==> config.mk <==
export PLATFORM = sky130hd
export DESIGN_NAME = dual_ram_fifo_ctrl
export DESIGN_NICKNAME = d
export VERILOG_FILES = /design/src/rtl/dual_ram_fifo_ctrl.sv
export SDC_FILE = /design/constraint.sdc
export NUM_CORES = 1
export LEC_CHECK = 0
export ABC_AREA = 1
export CAP_MARGIN = 20
export CORE_MARGIN = 2
export CORE_UTILIZATION = 48
export CTS_BUF_LIST = sky130_fd_sc_hd__clkbuf_4 sky130_fd_sc_hd__clkbuf_8
export DETAILED_ROUTE_END_ITERATION = 10
export PLACE_DENSITY_LB_ADDON = 0.15
export SLEW_MARGIN = 30
export SYNTH_ARGS = -nofsm -noshare
export SYNTH_HDL_FRONTEND = slang
export SYNTH_SLANG_ARGS = --single-unit
==> constraint.sdc <==
create_clock -name clk -period 4.1 [get_ports clk]
set_input_delay 0.41 -clock clk [delete_from_list [all_inputs] [get_ports clk]]
set_output_delay 0.41 -clock clk [all_outputs]
set_load 0.02 [all_outputs]
==> src/rtl/dual_ram_fifo_ctrl.sv <==
// FIFO controller driving both ports of a dual_ram: valid/ready push and pop streams,
// with a one-word registered show-ahead output stage fed by a one-cycle RAM read.
module dual_ram_fifo_ctrl #(
   parameter int RAM_WIDTH = 8,
   parameter int RAM_DEPTH = 16,
   parameter int ADDR_SIZE = 4
) (
   input  logic                 clk,
   input  logic                 reset,
   input  logic                 wr_valid,
   input  logic [RAM_WIDTH-1:0] wr_data,
   output logic                 wr_ready,
   output logic                 rd_valid,
   output logic [RAM_WIDTH-1:0] rd_data,
   input  logic                 rd_ready,
   output logic [ADDR_SIZE:0]   count,
   output logic                 ram_write,
   output logic [ADDR_SIZE-1:0] ram_wr_addr,
   output logic [RAM_WIDTH-1:0] ram_data_in,
   output logic                 ram_read,
   output logic [ADDR_SIZE-1:0] ram_rd_addr,
   input  logic [RAM_WIDTH-1:0] ram_data_out
);

   typedef enum logic [1:0] {IDLE, FETCH, HOLD} state_t;

   localparam logic [ADDR_SIZE:0]   DEPTH_C = RAM_DEPTH[ADDR_SIZE:0];
   localparam logic [ADDR_SIZE:0]   CNT_ONE = {{ADDR_SIZE{1'b0}}, 1'b1};
   localparam logic [ADDR_SIZE-1:0] PTR_ONE = {{(ADDR_SIZE-1){1'b0}}, 1'b1};

   state_t               state_q, state_d;
   logic [ADDR_SIZE-1:0] wr_ptr_q, wr_ptr_d;
   logic [ADDR_SIZE-1:0] rd_ptr_q, rd_ptr_d;
   logic [ADDR_SIZE:0]   mem_count_q, mem_count_d;
   logic [RAM_WIDTH-1:0] rd_data_q, rd_data_d;
   logic                 push, issue;

   always_comb begin
      wr_ready    = !reset && (mem_count_q < DEPTH_C);
      push        = wr_valid && wr_ready;
      issue       = 1'b0;
      state_d     = state_q;
      rd_data_d   = rd_data_q;
      wr_ptr_d    = wr_ptr_q;
      rd_ptr_d    = rd_ptr_q;
      mem_count_d = mem_count_q;

      // A fetch only sees words committed at an earlier edge, so a same-cycle push is never read.
      case (state_q)
         IDLE: begin
            if (mem_count_q != '0) begin
               issue   = 1'b1;
               state_d = FETCH;
            end
         end
         FETCH: begin
            state_d   = HOLD;
            rd_data_d = ram_data_out;
         end
         HOLD: begin
            if (rd_ready) begin
               if (mem_count_q != '0) begin
                  issue   = 1'b1;
                  state_d = FETCH;
               end else begin
                  state_d = IDLE;
               end
            end
         end
         default: state_d = IDLE;
      endcase

      if (reset) issue = 1'b0;

      if (push)  wr_ptr_d = wr_ptr_q + PTR_ONE;
      if (issue) rd_ptr_d = rd_ptr_q + PTR_ONE;
      case ({push, issue})
         2'b10:   mem_count_d = mem_count_q + CNT_ONE;
         2'b01:   mem_count_d = mem_count_q - CNT_ONE;
         default: mem_count_d = mem_count_q;
      endcase
   end

   always_ff @(posedge clk) begin
      if (reset) begin
         state_q     <= IDLE;
         wr_ptr_q    <= '0;
         rd_ptr_q    <= '0;
         mem_count_q <= '0;
         rd_data_q   <= '0;
      end else begin
         state_q     <= state_d;
         wr_ptr_q    <= wr_ptr_d;
         rd_ptr_q    <= rd_ptr_d;
         mem_count_q <= mem_count_d;
         rd_data_q   <= rd_data_d;
      end
   end

   assign rd_valid    = (state_q == HOLD);
   assign rd_data     = rd_data_q;
   assign count       = (state_q == IDLE) ? mem_count_q : mem_count_q + CNT_ONE;
   assign ram_write   = push;
   assign ram_wr_addr = wr_ptr_q;
   assign ram_data_in = wr_data;
   assign ram_read    = issue;
   assign ram_rd_addr = rd_ptr_q;

endmodule

Word-level counts from Yosys, hierarchy flattened:

Index checks and enable logic that the tools add are counted.

* output and inout bits: 33
* memories kept: 0
* bits of input ports: 20
* bits in writable memories: 0
* word-level logic and storage cells: 33
* latch bits: 0
* register bits after elaboration: 23
* memory bits (read-only): 0

* div/mod/pow operators: 0
* bitwise gates (word level): 0
* shift operators: 0
* $lt $le $gt $ge: 1
* reductions and logical operators: 7
* multipliers: 0
* eq/ne operators: 6
* muxes and demuxes: 10
* add/sub/neg operators: 4

Operator list (count)
* 5-bit one-hot mux with 2 select lines: 1
* 4-bit by 1-bit adder with 4-bit output (second input constant): 2
* 2-bit one-hot mux with 3 select lines: 1
* 5-bit by 1-bit adder with 5-bit output (second input constant): 1
* 5-bit < comparator (second input constant): 1
* 5-bit two-way mux: 1
* 5-bit nonzero test: 1
* 5-bit by 1-bit subtractor with 5-bit output (second input constant): 1
* 2-bit by 1-bit == test with 1-bit output (second input constant): 2
* 2-bit == test (second input constant): 2
* 1-bit two-way mux: 4
* 2-bit two-way mux: 2
* 1-bit logical AND: 2
* 2-bit logical NOT: 1
* 2-bit by 1-bit != test with 1-bit output (second input constant): 1
* 2-bit != test (second input constant): 1
* 1-bit one-hot mux with 2 select lines: 1
* 2-bit AND reduction: 1
* 2-bit nonzero test: 1
* 1-bit logical NOT: 1

Depth between registers and ports, before layout:

Gate-level depths: netlist of the first run.

* word-level depth: 7
* mapped depth: 12
* depth with buffers taken out: 12

Worst setup path before layout of the first run:

No wires, ideal clock.

* path kind: reg-to-reg
* start: register mem_count_q[0]
* end: register mem_count_q[2]
* path buffers: 0
* required time: 3.991 ns
* arrival time: 1.653 ns
* library setup time: 0.109 ns
* slack: 2.338 ns
* clock period less this slack: 1.762 ns
* cell stages (with the launch flop): 12
* path through: dfxtp_1 inv_1 ha_1 nand2_4 nor2_4 nor2_8 ha_1 inv_1 o21ai_0 nand2_1 nand2_1 inv_1

* cells in the longest elaborated chain, start to end: 7
* elaborated cells on any way between the ends: 14
* classes of those cells: add/sub: 2; order compare: 1; eq/ne: 2; mux: 5; reduce/logical: 4

RTL lines
* from (decl): line 34 `logic [ADDR_SIZE:0] mem_count_q, mem_count_d;`
* from (signal assigned): line 95 `mem_count_q <= mem_count_d;`
* 5-bit nonzero test (*): line 51, 62
* 1-bit two-way mux (*): line 51, 62
* 1-bit two-way mux: line 61 `if (rd_ready) begin`
* 1-bit one-hot mux with 2 select lines (*): line 49 `case (state_q)`
* 1-bit two-way mux (*): line 73 `if (reset) issue = 1'b0;`
* net ram_read: line 20 `output logic ram_read,`
* 2-bit by 1-bit == test with 1-bit output or 2-bit == test (tied branches): line 77 `case ({push, issue})`
* 5-bit one-hot mux with 2 select lines or 2-bit nonzero test (tied branches)

The timed path passes the listed nets; every way through them passes the cells marked *.
A chain may end at the register's enable or synchronous reset.

Final worst setup path of the first run:

* start: input port reset
* end: output port ram_read

* cells in the longest elaborated chain, start to end: 1

RTL lines
* from (decl): line 9 `input logic reset,`
* 1-bit two-way mux: line 73
* to (decl): line 20

No other way between the ends.

==> results of run 1 <==
## layer usage
layer  wire length (um)  up-vias  global-route usage, %  part of all wire [%]
li1                   -      605                      -                     -
met5                  0        -                      0                     0
met4                 24        0                  7.143                  0.88
met1               1294      514                  26.04                    48
met2               1249       33                  28.41                    46
met3                144        6                  2.765                   5.3
## final timing paths
| kind | slack (ns) | depth (start not counted) | start | end |
|---|---|---|---|---|
| setup / recovery | 1.21 | 5 | reset | ram_read |
| setup reg to reg | 2.13 | 11 | mem_count_q[0]$_SDFFE_PP0P_ | mem_count_q[2]$_SDFFE_PP0P_ |
| hold reg to reg | 0.49 | 1 | ram_wr_addr[3]$_SDFFE_PP0P_ | ram_wr_addr[3]$_SDFFE_PP0P_ |
| hold / removal | 0.49 | 1 | ram_wr_addr[3]$_SDFFE_PP0P_ | ram_wr_addr[3]$_SDFFE_PP0P_ |
## synthesized netlist by cell type
library cell / instances / share of area (%)
sky130_fd_sc_hd__a211oi_1: 1 / 0.56
sky130_fd_sc_hd__nor2_1: 24 / 6.8
sky130_fd_sc_hd__ha_1: 6 / 5.6
sky130_fd_sc_hd__nor2_2: 1 / 0.47
sky130_fd_sc_hd__xor2_1: 5 / 3.3
sky130_fd_sc_hd__buf_4: 8 / 4.5
sky130_fd_sc_hd__buf_2: 1 / 0.38
sky130_fd_sc_hd__dfxtp_1: 23 / 35
sky130_fd_sc_hd__nand3_2: 1 / 0.75
sky130_fd_sc_hd__nand4_1: 2 / 0.94
sky130_fd_sc_hd__buf_6: 2 / 1.7
sky130_fd_sc_hd__nand2_4: 5 / 4.2
sky130_fd_sc_hd__a21oi_1: 6 / 2.3
sky130_fd_sc_hd__inv_4: 1 / 0.47
sky130_fd_sc_hd__nand2_1: 24 / 6.8
sky130_fd_sc_hd__nor2_8: 1 / 1.5
sky130_fd_sc_hd__a21oi_2: 3 / 2.0
sky130_fd_sc_hd__nand3_1: 15 / 5.6
sky130_fd_sc_hd__inv_1: 15 / 4.2
sky130_fd_sc_hd__o21ai_1: 2 / 0.75
sky130_fd_sc_hd__inv_2: 3 / 0.85
sky130_fd_sc_hd__xnor2_1: 2 / 1.3
sky130_fd_sc_hd__o21ai_0: 14 / 5.3
sky130_fd_sc_hd__nand2_2: 3 / 1.4
sky130_fd_sc_hd__nor3_1: 1 / 0.38
sky130_fd_sc_hd__nor2_4: 4 / 3.4
## registers in the layout, summed over array words and instances, names as in the netlist
signal and cells:
mem_count_q 5, ram_wr_addr 4, state_q 2, ram_rd_addr 4, rd_data 8
## stage by stage
| step | hold slack (ns) | setup slack [ns] | util (%) |
|---|---|---|---|
| after global placement | 0.4551 | 1.250 | 61.16 |
| after floorplan | 0.4928 | 2.338 | - |
| after CTS | 0.4882 | 1.207 | 62.27 |
| final | 0.4895 | 1.210 | 62.27 |
| after global routing | 0.5053 | 1.073 | 62.27 |
| after detailed placement | 0.4626 | 1.213 | 61.16 |
## layout make-up
| class | count | area [um^2] | area share [%] |
|---|---|---|---|
| clock buffer | 4 | 30.03 | 1.795 |
| tap | 31 | 38.79 | 2.319 |
| multi-input combinational | 120 | 709.4 | 42.41 |
| sequential | 23 | 460.4 | 27.52 |
| timing repair buffer | 36 | 360.3 | 21.54 |
| inverter | 19 | 73.82 | 4.413 |
## where the power goes
| part | total (mW) | switching (mW) | internal, mW |
|---|---|---|---|
| Combinational | 0.748 | 0.429 | 0.319 |
| Clock | 0.111 | 0.0666 | 0.0445 |
| Sequential | 0.371 | 0.0807 | 0.291 |
## logic make-up after synthesis
kind of cell | after synthesis | synth area share [%]
AND/OR/NAND/NOR | 81 | 32.24
buffers and inverters | 30 | 12.12
AO/OA/AOI/OAI | 26 | 10.81
flip-flops | 23 | 34.59
XOR/XNOR | 7 | 4.605
adder cells (fa/ha/maj) | 6 | 5.639
==> results.rst, run 1 <==
.. list-table::
   :header-rows: 1

   * - Metric
     - Value
   * - Non-Filler Cell Area, Final
     - 1673 um^2
   * - Post-detailed-placement half-perimeter wirelength
     - 2123 um
   * - Critical setup path kind
     - input pin to primary output
   * - Area enclosed by the die boundary
     - 3211 um^2
   * - Cell mode on critical path
     - sky130_fd_sc_hd__clkdlybuf4s50_1
   * - Dpl cells
     - 229
   * - Commonest cells after routing, fill and taps aside
     - sky130_fd_sc_hd__clkdlybuf4s50_1 (36), sky130_fd_sc_hd__nand2_1 (24), sky130_fd_sc_hd__nor2_1 (24), sky130_fd_sc_hd__dfxtp_1 (23)
   * - Delay of the slowest cell on the worst path
     - 0.67 ns
   * - Worst Path Arrival
     - 2.48 ns
   * - Leakage power
     - 0.7451 nW
   * - Post-synthesis average cell area
     - 7.695 um^2
   * - Worst path cell trace
     - clkdlybuf4s50_1 -> inv_1 -> nand2_4 -> nor2_8 -> clkdlybuf4s50_1
   * - Type of origin of the critical path
     - input pin
   * - Area overhead of the layout relative to synthesis
     - 25.66%
   * - Non-filler instance count after layout
     - 233
   * - RSZ-0062 raised after global routing
     - false
   * - DRC Markers
     - 0
   * - Number of H-tree branching levels
     - 1
   * - Cell class contributing the biggest share of worst-path delay
     - buffers and inverters
   * - Net count, final
     - 229
   * - Final setup violation count
     - 0
   * - Vias per std cell
     - 4.970
   * - Worst-case vdd ir drop
     - 0.4527 mV
   * - Final-layout fill cell count
     - 240
   * - Critical path required time
     - 3.69 ns
   * - Instance area after placement
     - 1643 um^2
   * - Most common library cell in the layout ignoring fill and taps
     - sky130_fd_sc_hd__clkdlybuf4s50_1
   * - Number of rows in the core area
     - 19
   * - Clock edge transition at the registers on the reported setup and hold paths
     - 0.13 ns
   * - Total number of vias
     - 1158
   * - Master of the slowest instance on the critical path
     - sky130_fd_sc_hd__clkdlybuf4s50_1
   * - Floorplan Core Area
     - 2686 um^2
   * - Flops & latches, synth
     - 23
   * - Category of the worst setup path capture point
     - primary output
   * - Post-synth design cell area
     - 1331 um^2
   * - Worst Max-Slew Pin Slew
     - 0.5355 ns
   * - Horizontal die dimension
     - 56.67 um
   * - Number of input and output port buffers inserted
     - 36
   * - Number of cells upsized or downsized after cts
     - 0
   * - Final Power
     - 1.230 mW
   * - Worst-Skew Late Latency
     - 0.30 ns
   * - Hold_buf cts
     - 0
   * - Die Y
     - 56.67 um
   * - Headroom to the max-slew limit
     - 64.19%
   * - Final clock period utilization by the worst path
     - 70.50%
   * - IO Count
     - 53
   * - Total congestion overflow after global routing
     - 0
   * - Antenna-violating nets left
     - 0
   * - Sequential share of the synthesized area
     - 34.59%
   * - Yosys Warn Count
     - 0
   * - Power density normalized to cell area
     - 735.5 nW/um^2
   * - Fraction of final layout cells sized beyond drive strength 1
     - 12.87%
   * - Max-cap check violation count
     - 0
   * - Status
     - completed
   * - Via count of the first global-routing pass
     - 1067
   * - Final hold vios
     - 0
   * - Final RePlAce weighted congestion
     - 0.8913
   * - GR Util All Layers
     - 18.51%
   * - Initial DRT Pass Iterations
     - 4
   * - Crit path buffers/inverters
     - 3
   * - Max Clock Skew
     - 0.006976 ns
   * - Maximum number of pins on one net before global-route repair
     - 16
   * - Final Critical Period
     - 2.890 ns
   * - First DRT Iteration DRCs
     - 29
   * - Cell count after synthesis
     - 173
   * - Wire length reported by the detailed router
     - 2712 um
   * - Number of clock sinks seen by CTS
     - 23
   * - Max FO, Critical Path
     - 15
   * - Setup total negative slack
     - 0 ns
   * - Net count after synthesis
     - 199
   * - Number of library cell types mapped by synthesis
     - 26
   * - Initial antenna violation count
     - 0
   * - Maximum clock frequency
     - 346.0 MHz
   * - Initial core utilization
     - 49.56%
   * - Clk Tree Root Cell
     - sky130_fd_sc_hd__clkbuf_4
   * - Antenna fix cells
     - 0
   * - TritonCTS buffer count
     - 3
   * - Count of pins over their slew limit
     - 0
   * - Final routed wire length divided by cell count
     - 11.64 um
   * - Maximum count of clock buffers along a single path
     - 2
   * - Worst min-delay path category
     - flip-flop to flip-flop
   * - Global-route wire length before repair
     - 4788 um
   * - Clock tree from TritonCTS
     - yes
   * - Total setup buffers inserted after CTS
     - 0
(Power assumes the default switching activity.)
==> run 2: changes to the inputs <==
CORE_UTILIZATION = 45   (was 48)
clock period = 2.7 ns   (was 4.1 ns; I/O delays follow)
==> run 2 against run 1 <==
Clock power increased by 44%. Combinational power increased by 54%. Non-clock buffer count increased by 2. Flip-flop and latch count unchanged. Critical path depth increased by 1. Clock-buffer cell count decreased by 1. Power increased by 52%. Via count increased by 2.0%. Die area increased by 6.2%. Final area increased by 0.75%. Wire length increased by 2.2%.
==> results.rst, run 2 (synthesis gave the netlist of run 1 again) <==
.. list-table::
   :header-rows: 1

   * - Metric
     - Value
   * - Status
     - completed
   * - Hold_buf cts
     - 0 (unchanged)
   * - Number of input and output port buffers inserted
     - 36 (unchanged)
   * - Max Clock Skew
     - 0.0007230 ns (-0.006253 ns)
   * - First DRT Iteration DRCs
     - 25 (-14%)
   * - Fraction of final layout cells sized beyond drive strength 1
     - 13.73% (+0.85 points)
   * - Maximum number of pins on one net before global-route repair
     - 15 (-1)
   * - Headroom to the max-slew limit
     - 70.66% (+6.5 points)
   * - Final clock period utilization by the worst path
     - 87.35%
   * - Final Critical Period
     - 2.358 ns
   * - Comb power frac
     - 61.4% (+0.6 points)
   * - Horizontal die dimension
     - 58.39 um (+3.0%)
   * - Final Power
     - 1.866 mW (+52%)
   * - Beginning of the worst register-to-register path
     - mem_count_q[0]$_SDFFE_PP0P_
   * - Cell depth of the worst flop-to-flop path
     - 11 (unchanged)
   * - Type of origin of the critical path
     - flip-flop
   * - Die Y
     - 58.39 um (+3.0%)
   * - Clock network fraction of total power
     - 8.6% (-0.4 points)
   * - Count of pins over their slew limit
     - 0 (unchanged)
   * - Antenna-violating nets left
     - 0 (unchanged)
   * - Power density normalized to cell area
     - 1107 nW/um^2 (+50%)
   * - Maximum count of clock buffers along a single path
     - 2 (unchanged)
   * - Most common library cell in the layout ignoring fill and taps
     - sky130_fd_sc_hd__clkdlybuf4s50_1
   * - Global-route wire length before repair
     - 4616 um (-3.6%)
   * - End point of the critical path
     - ram_read
   * - Critical path required time
     - 2.43 ns (-1.26 ns)
   * - RSZ-0062 raised after global routing
     - false
   * - Number of cells upsized or downsized after cts
     - 0 (unchanged)
   * - Worst-case vdd ir drop
     - 0.7850 mV (+73%)
   * - Non-Filler Cell Area, Final
     - 1685 um^2 (+0.75%)
   * - Net switching power figure
     - 0.8830 mW (+53%)
   * - Vias per std cell
     - 5.026 (+1.1%)
   * - TritonCTS buffer count
     - 3 (unchanged)
   * - Area enclosed by the die boundary
     - 3409 um^2 (+6.2%)
   * - Final-layout fill cell count
     - 252 (+5.0%)
   * - Post-detailed-placement half-perimeter wirelength
     - 2229 um (+5.0%)
   * - Area overhead of the layout relative to synthesis
     - 26.60%
   * - Critical Path Start
     - mem_count_q[0]$_SDFFE_PP0P_
   * - Max-cap check violation count
     - 0 (unchanged)
   * - Clock edge transition at the registers on the reported setup and hold paths
     - 0.13 ns (about the same)
   * - Number of rows in the core area
     - 19 (unchanged)
   * - DRC Markers
     - 0 (unchanged)
   * - Number of clock sinks seen by CTS
     - 23 (unchanged)
   * - Reg2reg setup slack
     - 0.73 ns (-1.40 ns)
   * - Maximum clock frequency
     - 424.0 MHz
   * - Final setup violation count
     - 0 (unchanged)
   * - Worst-Skew Late Latency
     - 0.31 ns (about the same)
   * - Final RePlAce weighted congestion
     - 0.8188 (-8.1%)
   * - Share of power burned in registers
     - 30.0% (-0.2 points)
   * - Initial antenna violation count
     - 0 (unchanged)
   * - Worst Path Arrival
     - 2.09 ns (-0.39 ns)
   * - Clock tree from TritonCTS
     - yes
   * - Number of H-tree branching levels
     - 1 (unchanged)
   * - Clk Tree Root Cell
     - sky130_fd_sc_hd__clkbuf_4
   * - Final routed wire length divided by cell count
     - 11.80 um (+1.3%)
   * - Category of the worst setup path capture point
     - primary output
   * - Initial DRT Pass Iterations
     - 4 (unchanged)
   * - Worst Max-Slew Pin Slew
     - 0.4395 ns (-0.09593 ns)
   * - Final hold vios
     - 0 (unchanged)
   * - Instance area after placement
     - 1658 um^2 (+0.91%)
   * - Fraction of power spent switching nets
     - 47.33% (+0.48 points)
   * - Worst min-delay path category
     - flip-flop to flip-flop
   * - Leakage power
     - 0.7541 nW (+1.2%)
   * - Reg2reg end
     - mem_count_q[2]$_SDFFE_PP0P_
   * - Antenna fix cells
     - 0 (unchanged)
   * - Commonest cells after routing, fill and taps aside
     - sky130_fd_sc_hd__clkdlybuf4s50_1 (36), sky130_fd_sc_hd__nand2_1 (24), sky130_fd_sc_hd__nor2_1 (24), sky130_fd_sc_hd__dfxtp_1 (23)
   * - Via count of the first global-routing pass
     - 1139 (+6.7%)
   * - Number of flip-flops under the largest register name
     - 8 (unchanged)
   * - Total congestion overflow after global routing
     - 0 (unchanged)
   * - Net count, final
     - 231 (+0.87%)
   * - Design internal power
     - 0.9826 mW (+50%)
   * - Total setup buffers inserted after CTS
     - 0 (unchanged)
   * - Initial core utilization
     - 47.86% (-1.7 points)
   * - Share of the core filled with cells in the final layout
     - 60.59% (-1.7 points)
   * - GR Util All Layers
     - 17.13% (-1.4 points)
   * - Total number of vias
     - 1181 (+2.0%)
   * - IO Count
     - 53 (unchanged)
   * - Critical setup path kind
     - flip-flop to primary output
   * - Max FO, Critical Path
     - 7 (-8)
   * - Setup total negative slack
     - 0 ns (unchanged)
   * - Floorplan Core Area
     - 2781 um^2 (+3.5%)
   * - Wire length reported by the detailed router
     - 2772 um (+2.2%)
[run 2: metrics by stage]
stage,hold slack (ns),setup slack (ns),cells
global placement,0.4407,0.5730,231
floorplan,0.4049,0.9379,173
finish,0.4620,0.3417,235
detailed placement,0.4492,0.5416,231
CTS,0.4678,0.3338,235
global route,0.4892,0.2271,235
[run 2: final cells by class]
type / instances / area [um^2] / area share, %
Clock inverter: 1 / 5.005 / 0.2970
Multi-Input combinational cell: 120 / 709.4 / 42.09
Sequential cell: 23 / 460.4 / 27.32
Timing Repair Buffer: 38 / 375.4 / 22.27
Clock buffer: 3 / 22.52 / 1.336
Tap cell: 31 / 38.79 / 2.301
Inverter: 19 / 73.82 / 4.380
[run 2: worst max-delay path: stages (launching register included)]
cell	delay, ns
sky130_fd_sc_hd__dfxtp_1	0.49
sky130_fd_sc_hd__inv_1	0.13
sky130_fd_sc_hd__ha_1	0.26
sky130_fd_sc_hd__nand2_4	0.08
sky130_fd_sc_hd__nor2_4	0.05
sky130_fd_sc_hd__nor2_8	0.15
sky130_fd_sc_hd__clkdlybuf4s50_1	0.62
[run 2: per-layer routing]
metal	GRT usage (%)	routed length, um
met2	31.30	1402
met3	2.857	120
met5	0	0
met4	8.306	29
met1	19.05	1219
[run 2: power groups by stage]
stage,Combinational (mW),Sequential (mW),Clock (mW)
final,1.15,0.559,0.160
after global routing,1.26,0.573,0.179
after CTS,1.16,0.558,0.169
after detailed placement,1.15,0.567,0
after global placement,1.12,0.559,0
after floorplan,0.745,0.605,0
[run 2: worst min path at each step]
stage / from / to / slack, ns / depth (start not counted)
after global routing: ram_wr_addr[3]$_SDFFE_PP0P_ / ram_wr_addr[3]$_SDFFE_PP0P_ / 0.49 / 1
after CTS: ram_wr_addr[3]$_SDFFE_PP0P_ / ram_wr_addr[3]$_SDFFE_PP0P_ / 0.47 / 1
after detailed placement: ram_wr_addr[3]$_SDFFE_PP0P_ / ram_wr_addr[3]$_SDFFE_PP0P_ / 0.45 / 1
after floorplan: ram_data_out[0] / rd_data[0]$_SDFFE_PP0N_ / 0.40 / 2
final: ram_wr_addr[3]$_SDFFE_PP0P_ / ram_wr_addr[3]$_SDFFE_PP0P_ / 0.46 / 1
after global placement: ram_wr_addr[3]$_SDFFE_PP0P_ / ram_wr_addr[3]$_SDFFE_PP0P_ / 0.44 / 1
